### src/rtl/mem_access_if.sv
`default_nettype none
// +----------------------------------------------------------------------------+
// | mem_access_if : data-bus request/acknowledge bundle between MEM and memory  |
// | Revision      : 1.0                                                         |
// +----------------------------------------------------------------------------+
interface mem_access_if;
  logic        bus_req;
  logic        bus_we;
  logic [31:0] bus_addr;
  logic [3:0]  bus_sel;
  logic [31:0] bus_wdata;
  logic        bus_ack;
  logic [31:0] bus_rdata;

  modport master (
    output bus_req, bus_we, bus_addr, bus_sel, bus_wdata,
    input  bus_ack, bus_rdata
  );

  modport slave (
    input  bus_req, bus_we, bus_addr, bus_sel, bus_wdata,
    output bus_ack, bus_rdata
  );
endinterface
`default_nettype wire

### src/rtl/mem_access.sv
`default_nettype none
// +----------------------------------------------------------------------------+
// | mem_access : MIPS32 MEM stage, bus load/store FSM with pipeline stall       |
// | Optional   : MEM_ALIGN_CHECK_EN traps misaligned halfword/word accesses     |
// | Revision   : 1.0                                                            |
// +----------------------------------------------------------------------------+
module mem_access (
  input  logic                clk,
  input  logic                rst,
  input  logic                flush,
  input  logic [4:0]          ex_dest_addr,
  input  logic                ex_wreg,
  input  logic [31:0]         ex_dest_data,
  input  logic [31:0]         ex_hi,
  input  logic [31:0]         ex_lo,
  input  logic                ex_whilo,
  input  logic [3:0]          ex_mem_op,
  input  logic [31:0]         ex_mem_addr,
  input  logic [31:0]         ex_store_data,
  mem_access_if.master        bus,
  output logic [4:0]          mem_dest_addr,
  output logic                mem_wreg,
  output logic [31:0]         mem_dest_data,
  output logic [31:0]         mem_hi,
  output logic [31:0]         mem_lo,
  output logic                mem_whilo,
  output logic                mem_addr_exc,
  output logic                stall_req
);

  localparam logic [1:0] c_IDLE = 2'd0;
  localparam logic [1:0] c_BUSY = 2'd1;
  localparam logic [1:0] c_DONE = 2'd2;
  localparam logic [1:0] c_DROP = 2'd3;

  localparam logic [3:0] c_OP_LB  = 4'd1;
  localparam logic [3:0] c_OP_LBU = 4'd2;
  localparam logic [3:0] c_OP_LH  = 4'd3;
  localparam logic [3:0] c_OP_LHU = 4'd4;
  localparam logic [3:0] c_OP_LW  = 4'd5;
  localparam logic [3:0] c_OP_SB  = 4'd6;
  localparam logic [3:0] c_OP_SH  = 4'd7;
  localparam logic [3:0] c_OP_SW  = 4'd8;

  localparam logic [4:0] c_NOP_REG_ADDR = 5'd0;

  logic [1:0]  state_q, state_d;
  logic [31:0] ld_data_q, ld_data_d;
  logic        flush_pend_q, flush_pend_d;

  logic        w_is_load, w_is_store, w_is_mem;
  logic        w_misaligned, w_start, w_req_active;
  logic [3:0]  w_sel;
  logic [31:0] w_wdata;
  logic [7:0]  w_ld_byte;
  logic [15:0] w_ld_half;
  logic [31:0] w_ld_val;

  assign w_is_load  = (ex_mem_op >= c_OP_LB) && (ex_mem_op <= c_OP_LW);
  assign w_is_store = (ex_mem_op >= c_OP_SB) && (ex_mem_op <= c_OP_SW);
  assign w_is_mem   = w_is_load || w_is_store;

`ifdef MEM_ALIGN_CHECK_EN
  assign w_misaligned =
      (((ex_mem_op == c_OP_LH) || (ex_mem_op == c_OP_LHU) || (ex_mem_op == c_OP_SH))
        && ex_mem_addr[0]) ||
      (((ex_mem_op == c_OP_LW) || (ex_mem_op == c_OP_SW)) && (ex_mem_addr[1:0] != 2'b00));
`else
  assign w_misaligned = 1'b0;
`endif

  // A flushed or trapped instruction never opens a bus transaction.
  assign w_start      = (state_q == c_IDLE) && w_is_mem && !flush && !w_misaligned;
  assign w_req_active = w_start || (state_q == c_BUSY);

  // Big-endian lanes: address 0 maps to bits [31:24].
  always_comb begin
    w_sel   = 4'b0000;
    w_wdata = ex_store_data;
    case (ex_mem_op)
      c_OP_LB, c_OP_LBU, c_OP_SB: w_sel = 4'b1000 >> ex_mem_addr[1:0];
      c_OP_LH, c_OP_LHU, c_OP_SH: w_sel = ex_mem_addr[1] ? 4'b0011 : 4'b1100;
      c_OP_LW, c_OP_SW:           w_sel = 4'b1111;
      default:                    w_sel = 4'b0000;
    endcase
    if (ex_mem_op == c_OP_SB) begin
      w_wdata = {4{ex_store_data[7:0]}};
    end else if (ex_mem_op == c_OP_SH) begin
      w_wdata = {2{ex_store_data[15:0]}};
    end
  end

  always_comb begin
    w_ld_byte = ld_data_q[31:24];
    case (ex_mem_addr[1:0])
      2'b00:   w_ld_byte = ld_data_q[31:24];
      2'b01:   w_ld_byte = ld_data_q[23:16];
      2'b10:   w_ld_byte = ld_data_q[15:8];
      default: w_ld_byte = ld_data_q[7:0];
    endcase
    w_ld_half = ex_mem_addr[1] ? ld_data_q[15:0] : ld_data_q[31:16];
    case (ex_mem_op)
      c_OP_LB:  w_ld_val = {{24{w_ld_byte[7]}}, w_ld_byte};
      c_OP_LBU: w_ld_val = {24'd0, w_ld_byte};
      c_OP_LH:  w_ld_val = {{16{w_ld_half[15]}}, w_ld_half};
      c_OP_LHU: w_ld_val = {16'd0, w_ld_half};
      default:  w_ld_val = ld_data_q;
    endcase
  end

  always_ff @(posedge clk) begin
    if (!rst) begin
      state_q      <= c_IDLE;
      ld_data_q    <= 32'd0;
      flush_pend_q <= 1'b0;
    end else begin
      state_q      <= state_d;
      ld_data_q    <= ld_data_d;
      flush_pend_q <= flush_pend_d;
    end
  end

  always_comb begin
    state_d      = state_q;
    ld_data_d    = ld_data_q;
    flush_pend_d = 1'b0;
    if (w_req_active && bus.bus_ack) begin
      ld_data_d = bus.bus_rdata;
    end
    case (state_q)
      c_IDLE: begin
        if (w_start) begin
          state_d = bus.bus_ack ? c_DONE : c_BUSY;
        end
      end
      c_BUSY: begin
        // The bus cycle must finish; a flush seen meanwhile turns DONE into DROP.
        if (bus.bus_ack) begin
          state_d = (flush || flush_pend_q) ? c_DROP : c_DONE;
        end else begin
          flush_pend_d = flush || flush_pend_q;
        end
      end
      c_DONE:  state_d = c_IDLE;
      c_DROP:  state_d = c_IDLE;
      default: state_d = c_IDLE;
    endcase
  end

  always_comb begin
    bus.bus_req   = 1'b0;
    bus.bus_we    = 1'b0;
    bus.bus_addr  = 32'd0;
    bus.bus_sel   = 4'b0000;
    bus.bus_wdata = 32'd0;
    mem_dest_addr = c_NOP_REG_ADDR;
    mem_wreg      = 1'b0;
    mem_dest_data = 32'd0;
    mem_hi        = 32'd0;
    mem_lo        = 32'd0;
    mem_whilo     = 1'b0;
    mem_addr_exc  = 1'b0;
    stall_req     = 1'b0;
    if (rst) begin
      bus.bus_we    = w_is_store;
      bus.bus_addr  = {ex_mem_addr[31:2], 2'b00};
      bus.bus_sel   = w_sel;
      bus.bus_wdata = w_wdata;
      mem_dest_addr = ex_dest_addr;
      mem_wreg      = ex_wreg;
      mem_dest_data = ex_dest_data;
      mem_hi        = ex_hi;
      mem_lo        = ex_lo;
      mem_whilo     = ex_whilo;
      case (state_q)
        c_IDLE: begin
          if (flush) begin
            mem_wreg  = 1'b0;
            mem_whilo = 1'b0;
          end else if (w_misaligned) begin
            mem_addr_exc = 1'b1;
            mem_wreg     = 1'b0;
          end else if (w_is_mem) begin
            bus.bus_req = 1'b1;
            stall_req   = 1'b1;
            mem_wreg    = 1'b0;
            mem_whilo   = 1'b0;
          end
        end
        c_BUSY: begin
          bus.bus_req = 1'b1;
          stall_req   = 1'b1;
          mem_wreg    = 1'b0;
          mem_whilo   = 1'b0;
        end
        c_DONE: begin
          if (w_is_load) begin
            mem_dest_data = w_ld_val;
          end
          if (w_is_store || flush) begin
            mem_wreg = 1'b0;
          end
          if (flush) begin
            mem_whilo = 1'b0;
          end
        end
        default: begin
          mem_wreg  = 1'b0;
          mem_whilo = 1'b0;
        end
      endcase
    end
  end

endmodule
`default_nettype wire

### src/flat_wrapper.sv
// flat-port wrapper written by rule: the top's interface ports become plain ports
module mem_access_flat 
  (clk, rst, flush, ex_dest_addr, ex_wreg, ex_dest_data, ex_hi, ex_lo, ex_whilo, ex_mem_op, ex_mem_addr, ex_store_data, mem_dest_addr, mem_wreg, mem_dest_data, mem_hi, mem_lo, mem_whilo, mem_addr_exc, stall_req, bus_bus_req, bus_bus_we, bus_bus_addr, bus_bus_sel, bus_bus_wdata, bus_bus_ack, bus_bus_rdata);
  mem_access_if bus_i ();
  input  logic clk;
  input  logic rst;
  input  logic flush;
  input  logic [4:0] ex_dest_addr;
  input  logic ex_wreg;
  input  logic [31:0] ex_dest_data;
  input  logic [31:0] ex_hi;
  input  logic [31:0] ex_lo;
  input  logic ex_whilo;
  input  logic [3:0] ex_mem_op;
  input  logic [31:0] ex_mem_addr;
  input  logic [31:0] ex_store_data;
  output logic [4:0] mem_dest_addr;
  output logic mem_wreg;
  output logic [31:0] mem_dest_data;
  output logic [31:0] mem_hi;
  output logic [31:0] mem_lo;
  output logic mem_whilo;
  output logic mem_addr_exc;
  output logic stall_req;
  output wire logic [$bits(bus_i.bus_req)-1:0] bus_bus_req;
  output wire logic [$bits(bus_i.bus_we)-1:0] bus_bus_we;
  output wire logic [$bits(bus_i.bus_addr)-1:0] bus_bus_addr;
  output wire logic [$bits(bus_i.bus_sel)-1:0] bus_bus_sel;
  output wire logic [$bits(bus_i.bus_wdata)-1:0] bus_bus_wdata;
  input wire logic [$bits(bus_i.bus_ack)-1:0] bus_bus_ack;
  input wire logic [$bits(bus_i.bus_rdata)-1:0] bus_bus_rdata;
  assign bus_bus_req = bus_i.bus_req;
  assign bus_bus_we = bus_i.bus_we;
  assign bus_bus_addr = bus_i.bus_addr;
  assign bus_bus_sel = bus_i.bus_sel;
  assign bus_bus_wdata = bus_i.bus_wdata;
  assign bus_i.bus_ack = bus_bus_ack;
  assign bus_i.bus_rdata = bus_bus_rdata;
  mem_access u_core (.clk(clk), .rst(rst), .flush(flush), .ex_dest_addr(ex_dest_addr), .ex_wreg(ex_wreg), .ex_dest_data(ex_dest_data), .ex_hi(ex_hi), .ex_lo(ex_lo), .ex_whilo(ex_whilo), .ex_mem_op(ex_mem_op), .ex_mem_addr(ex_mem_addr), .ex_store_data(ex_store_data), .bus(bus_i), .mem_dest_addr(mem_dest_addr), .mem_wreg(mem_wreg), .mem_dest_data(mem_dest_data), .mem_hi(mem_hi), .mem_lo(mem_lo), .mem_whilo(mem_whilo), .mem_addr_exc(mem_addr_exc), .stall_req(stall_req));
endmodule
### config.mk
export PLATFORM = sky130hd
export DESIGN_NAME = mem_access_flat
export DESIGN_NICKNAME = d
export VERILOG_FILES = /design/src/rtl/mem_access_if.sv /design/src/rtl/mem_access.sv /design/src/flat_wrapper.sv
export SDC_FILE = /design/constraint.sdc
export NUM_CORES = 1
export LEC_CHECK = 0
export CAP_MARGIN = 20
export CORE_AREA = 4 4 148 150
export CTS_CLUSTER_DIAMETER = 100
export DETAILED_ROUTE_END_ITERATION = 8
export DIE_AREA = 0 0 152 154
export SLEW_MARGIN = 10
export SYNTH_ARGS = -nofsm -noshare
export SYNTH_HDL_FRONTEND = slang
export SYNTH_SLANG_ARGS = --single-unit
export TNS_END_PERCENT = 50
### constraint.sdc
create_clock -name clk -period 6.2 [get_ports clk]
set_clock_uncertainty 0.1 [all_clocks]
set_input_delay 1.24 -clock clk [delete_from_list [all_inputs] [get_ports clk]]
set_output_delay 1.24 -clock clk [all_outputs]
set_load 0.03 [all_outputs]
Yosys cells after proc, flatten, opt, wreduce, memory -nomap -nowiden
Cells that the tools add are included.
W data, S select, Z words.
Word-level totals
  flip-flop bits (word level): 35
  output and inout port bits: 175
  logic and storage cells: 79
Operators by class
  magnitude comparators: 4
  equal/unequal tests: 15
  shifts and indexed selects: 1
  muxes and demuxes: 36
  bitwise operators: 2
  reduce and logical (&&, ||, !) cells: 18
Operator list (number)
  $mux W32: 9
  $pmux W32 S4: 1
  $pmux W8 S3: 1
  $eq A4 B3 Y1 const B: 4
  $mux W16: 1
  $mux W1: 13
  $pmux W4 S3: 1
  $reduce_or A3 Y1: 3
  $eq A4 B2 Y1 const B: 2
  $mux W4: 2
  $eq A2 B2 Y1 const B: 3
  $mux W2: 3
  $pmux W1 S2: 3
  $pmux W2 S3: 1
  $logic_and A1 B1 Y1: 5
  $mux W5: 1
  $eq A2 B1 Y1 const B: 2
  $eq A4 B1 Y1 const B: 1
  $eq A4 B4 Y1 const B: 1
  $ge A4 B1 Y1 const B: 1
  $ge A4 B3 Y1 const B: 1
  $le A4 B3 Y1 const B: 1
  $le A4 B4 Y1 const B: 1
  $logic_not A2 Y1: 2
  other kinds (8): 13

Longest topological paths before layout
Gate-level depths: netlist (run 1).
  word-level depth: 7
  depth in mapped cells: 8
  gate-level depth less buffers: 5

Worst setup path before layout (run 1)
Ideal clock, no wire load.
  path type: input to output
  start point: input port ex_mem_op[1]
  end point: output port mem_dest_data[21]
  arrival time: 3.112 ns
  data required time: 4.860 ns
  path slack: 1.748 ns
  cell stages on the path: 7
  cells stage by stage: buf_2 > clkbuf_1 > o21a_1 > nor3_2 > buf_2 > o211ai_1 > o21ai_0
On the way
  cells in the longest elaborated chain, start to end: 5
  elaborated cells between the ends (all ways): 11
  those cells by class: order compare: 2; eq/ne: 4; mux: 4; reduce/logical: 1
Ends and longest elaborated chain
  start: declaration: RTL line flat_wrapper.sv:14  | input logic [3:0] ex_mem_op;
  $ge A4 B1 Y1 (tied with other cells): RTL line mem_access.sv:59  | assign w_is_load = (ex_mem_op >= c_OP_LB) && (ex_mem_op <= c_OP_LW);
  $logic_and A1 B1 Y1 / $pmux W32 S4 (equally long branches): RTL line mem_access.sv:59, mem_access.sv:102
  $mux W32 (*): RTL line mem_access.sv:197  | if (w_is_load) begin
  $mux W32 (*): RTL line mem_access.sv:175  | case (state_q)
  $mux W32 (*): RTL line mem_access.sv:164  | if (rst) begin
  end: declaration: RTL line flat_wrapper.sv:19  | output logic [31:0] mem_dest_data;
Every way passes the cells marked *; elsewhere a longest branch is shown, timed or not.

Worst setup path in the final report (run 1)
  start point: input port ex_mem_op[1]
  end point: output port bus_bus_wdata[9]
On the way
  cells in the longest elaborated chain, start to end: 3
Ends and longest elaborated chain
  $eq A4 B3 Y1: RTL line mem_access.sv:86  | if (ex_mem_op == c_OP_SB) begin
  $mux W32: RTL line mem_access.sv:86
  $mux W32: RTL line mem_access.sv:164
  end: declaration: RTL line flat_wrapper.sv:29  | output wire logic [$bits(bus_i.bus_wdata)-1:0] bus_bus_wdata;
No other way between the ends.

==> reports/metrics.json, run 1 <==
{
  "clock_network": {
    "cts.clk_slew.worst_paths_ps": 60,
    "cts_tree": "built",
    "cts_num_sinks": 35,
    "cts_made_buffers": 5,
    "clk-insertion-delay-late_ps": 270,
    "clock_tree.htree_level_count": 2,
    "postCtsSetupBuffers": 0,
    "ctsResizeCount": 0,
    "clock_path_buffers": 2,
    "root_buffer": "clkbuf_16",
    "cts_hold_repair.buffers": 0
  },
  "place": {
    "pre_cts_ws_ps": 846,
    "portBuffers": 378,
    "place.gp.congestion": 0.910,
    "post-dp-hpwl_mm": 19.7
  },
  "grt": {
    "grt_first_pass_wirelength_mm": 35.1,
    "global_route.usage.total_pct": 19.1,
    "maximum_number_of_pins_on_one_net_before_global_route_repair": 81,
    "number_of_antenna_violations_at_the_first_check_in_global_routing": 2,
    "via_count_of_the_first_global_routing_pass": 5381,
    "global_route.overflow_total": 0
  },
  "detailed_routing": {
    "via_per_inst": 4.48,
    "drt-initial-drc-count": 240,
    "dr.pass1.iters": 4,
    "num_vias": 5366,
    "route.antenna.remaining_nets": 0,
    "postRouteWirelength_mm": 23.9,
    "drc": 0,
    "routedWlPerCell_um": 19.9
  },
  "floorplanning": {
    "fp.coreArea_mm2": 0.0207,
    "chipWidth_um": 152,
    "die_area_mm2": 0.0234,
    "number_of_standard_cell_rows_in_the_floorplan": 53,
    "io_pins": 382,
    "initial_cell_density_of_the_core_pct": 19.1,
    "vertical_die_dimension_um": 154
  },
  "yosys": {
    "synth_largest_type_area_fraction_pct": 17.8,
    "syn-cell-area_mm2": 0.00395,
    "synthesis.area_per_instance_um2": 6.77,
    "synth-async-reset-ratio_pct": 0,
    "synth-seq-area-share_pct": 17.8,
    "synth.ff_latch_count": 35,
    "synth_most_common_cell": "and2_1",
    "post_synth_num_cell_types": 51,
    "synth_top_cells_by_area": "dfxtp_1 18%, and2_1 17%, nand3_1 7.6%",
    "warnings_from_yosys": 0,
    "post_synth_edffs": 0,
    "post_synth_most_frequent_cells": "110 x and2_1, 72 x nand2_1, 60 x nand3_1, 41 x o21ai_0, 35 x dfxtp_1",
    "postSynth.topFlopCell": "dfxtp_1",
    "synth.largest_area_cell": "dfxtp_1",
    "syn_inst": 583
  },
  "final_layout": {
    "layout_overhead_on_the_synthesized_area_pct": 106,
    "design.final.nets": 1129,
    "area.sequential_um2": 701,
    "fillers": 2149,
    "fraction_of_layout_cells_with_a_size_suffix_above_1_pct": 7.69,
    "multi_input_comb_area_mm2": 0.00292
  },
  "critical_path": {
    "endpoint_kind": "primary output",
    "reg2regPathDepth": 5,
    "timing.critical_path.fanout_max": 19,
    "setup.worst_path.class": "in -> out",
    "worst-endpoint-required_ps": 4860,
    "crit-reg2reg-launch": "u_core.state_q[0]",
    "setup.worst_path.start_class": "input port",
    "worst_ep_arrival_time_ps": 4000,
    "crit_start": "ex_mem_op[1]"
  },
  "power": {
    "post-layout-total-power_w": 0.00107,
    "cellPowerDensity_mw_per_mm2": 132,
    "irDropWorstVdd_uv": 132,
    "power.leakage_nw": 3.03
  },
  "sta": {
    "layout_worst_path_cycle_share_pct": 86.2,
    "timing.setup.tns_ps": 0,
    "period_minus_slack_ps": 5340,
    "finalHoldViolCount": 0,
    "tightest_pin_transition_ps": 844,
    "max_slew_margin_pct": 43.7,
    "timing.final.max_slew_violations": 0,
    "setup_violators_final": 0,
    "fmaxAchievable_mhz": 187,
    "rsz_0062_raised_after_global_routing": "no",
    "timing.final.ws_setup_ps": 859
  },
  "min_path": {
    "min-delay-path-class": "reg -> reg",
    "worstHoldStart": "u_core.ld_data_q[0]",
    "holdPathStages": 2
  },
  "job": {
    "cap_violations": 0
  },
  "status": {
    "status": "finished, final reports clean"
  }
}
[stage by stage]
| stage | util [%] | hold slack (ps) | cells | instance area [um2] |
|---|---|---|---|---|
| finish | 39.2 | 376 | 1199 | 8120 |
| global route | 39.2 | 392 | 1199 | 8120 |
| CTS | 39.2 | 378 | 1198 | 8120 |
| detailed placement | 38.5 | 370 | 1190 | 7980 |
| global placement | 38.5 | 363 | 1190 | 7980 |
| floorplan | - | 347 | 585 | 3950 |
[cell families (layout without fill, tap and decap cells)]
logic type,after synthesis,in the layout,synth area share (%)
flip-flops,35,35,17.8
XOR/XNOR,1,1,0.222
buffers and inverters,68,406,8.50
AND/OR/NAND/NOR,294,294,38.7
other,1,4,0.0951
adder cells (fa/ha/maj),1,1,0.254
AO/OA/AOI/OAI,157,157,25.6
multiplexers,26,26,8.91
[area by class of cell]
cell class	count	share of cell area, %
Timing Repair Buffer	393	49.2
Multi-Input combinational cell	482	35.9
Sequential cell	35	8.63
Tap cell	275	4.24
Clock buffer	6	1.59
Inverter	5	0.231
Clock inverter	2	0.154
Antenna cell	1	0.0308
[where the power goes]
part / internal, W / switching (W) / total (W)
clock network: 0.000148 / 0.0000968 / 0.000245
logic: 0.000286 / 0.000293 / 0.000579
registers: 0.000236 / 0.0000132 / 0.000249
[flip-flops by register name, summed over array words and instances (netlist names)]
| register | cells |
|---|---|
| u_core.flush_pend_q | 1 |
| u_core.ld_data_q | 32 |
| u_core.state_q | 2 |
[routing by layer]
metal	global-route usage [%]	wire (um)	vias up
met5	0	13	-
met2	32.6	11600	227
met3	5.66	1820	28
met1	23.8	9960	2399
met4	4.62	547	2
li1	-	-	2710
[worst max-delay path, stage by stage]
cell and delay [ps]:
clkdlybuf4s50_1 830, nand3_1 410, nor2_1 530, nand2_1 120, a21boi_0 170, clkdlybuf4s50_1 700
[layout by cell type, fill, tap and decap left out, types with 9 or more instances in the layout]
cell,netlist,layout
and2_1,110,110
o21ai_1,29,29
nand3_1,60,60
nand2_1,72,72
o21ai_0,41,41
a21oi_1,9,9
a21boi_0,17,17
dfxtp_1,35,35
clkdlybuf4s50_1,0,346
buf_12,0,14
mux2i_1,16,16
o211ai_1,16,16
nor2_1,29,29
buf_4,7,32
o31ai_1,9,9
[worst paths after layout]
| check | slack [ps] | to |
|---|---|---|
| setup / recovery | 860 | bus_bus_wdata[9] |
| hold reg to reg | 380 | u_core.ld_data_q[0] |
| hold / removal | 380 | u_core.ld_data_q[0] |
| setup reg to reg | 4210 | u_core.ld_data_q[20] |
(Power assumes the default switching activity.)
==> inputs of run 2 (changes only) <==
--- a/config.mk
+++ b/config.mk
@@ -10,6 +10,7 @@
 export CTS_CLUSTER_DIAMETER = 100
 export DETAILED_ROUTE_END_ITERATION = 8
 export DIE_AREA = 0 0 152 154
+export SETUP_SLACK_MARGIN = 0.05
 export SLEW_MARGIN = 10
 export SYNTH_ARGS = -nofsm -noshare
 export SYNTH_HDL_FRONTEND = slang
==> results of run 2 <==
Final layout, timing and power as in run 1 (identical DEF).
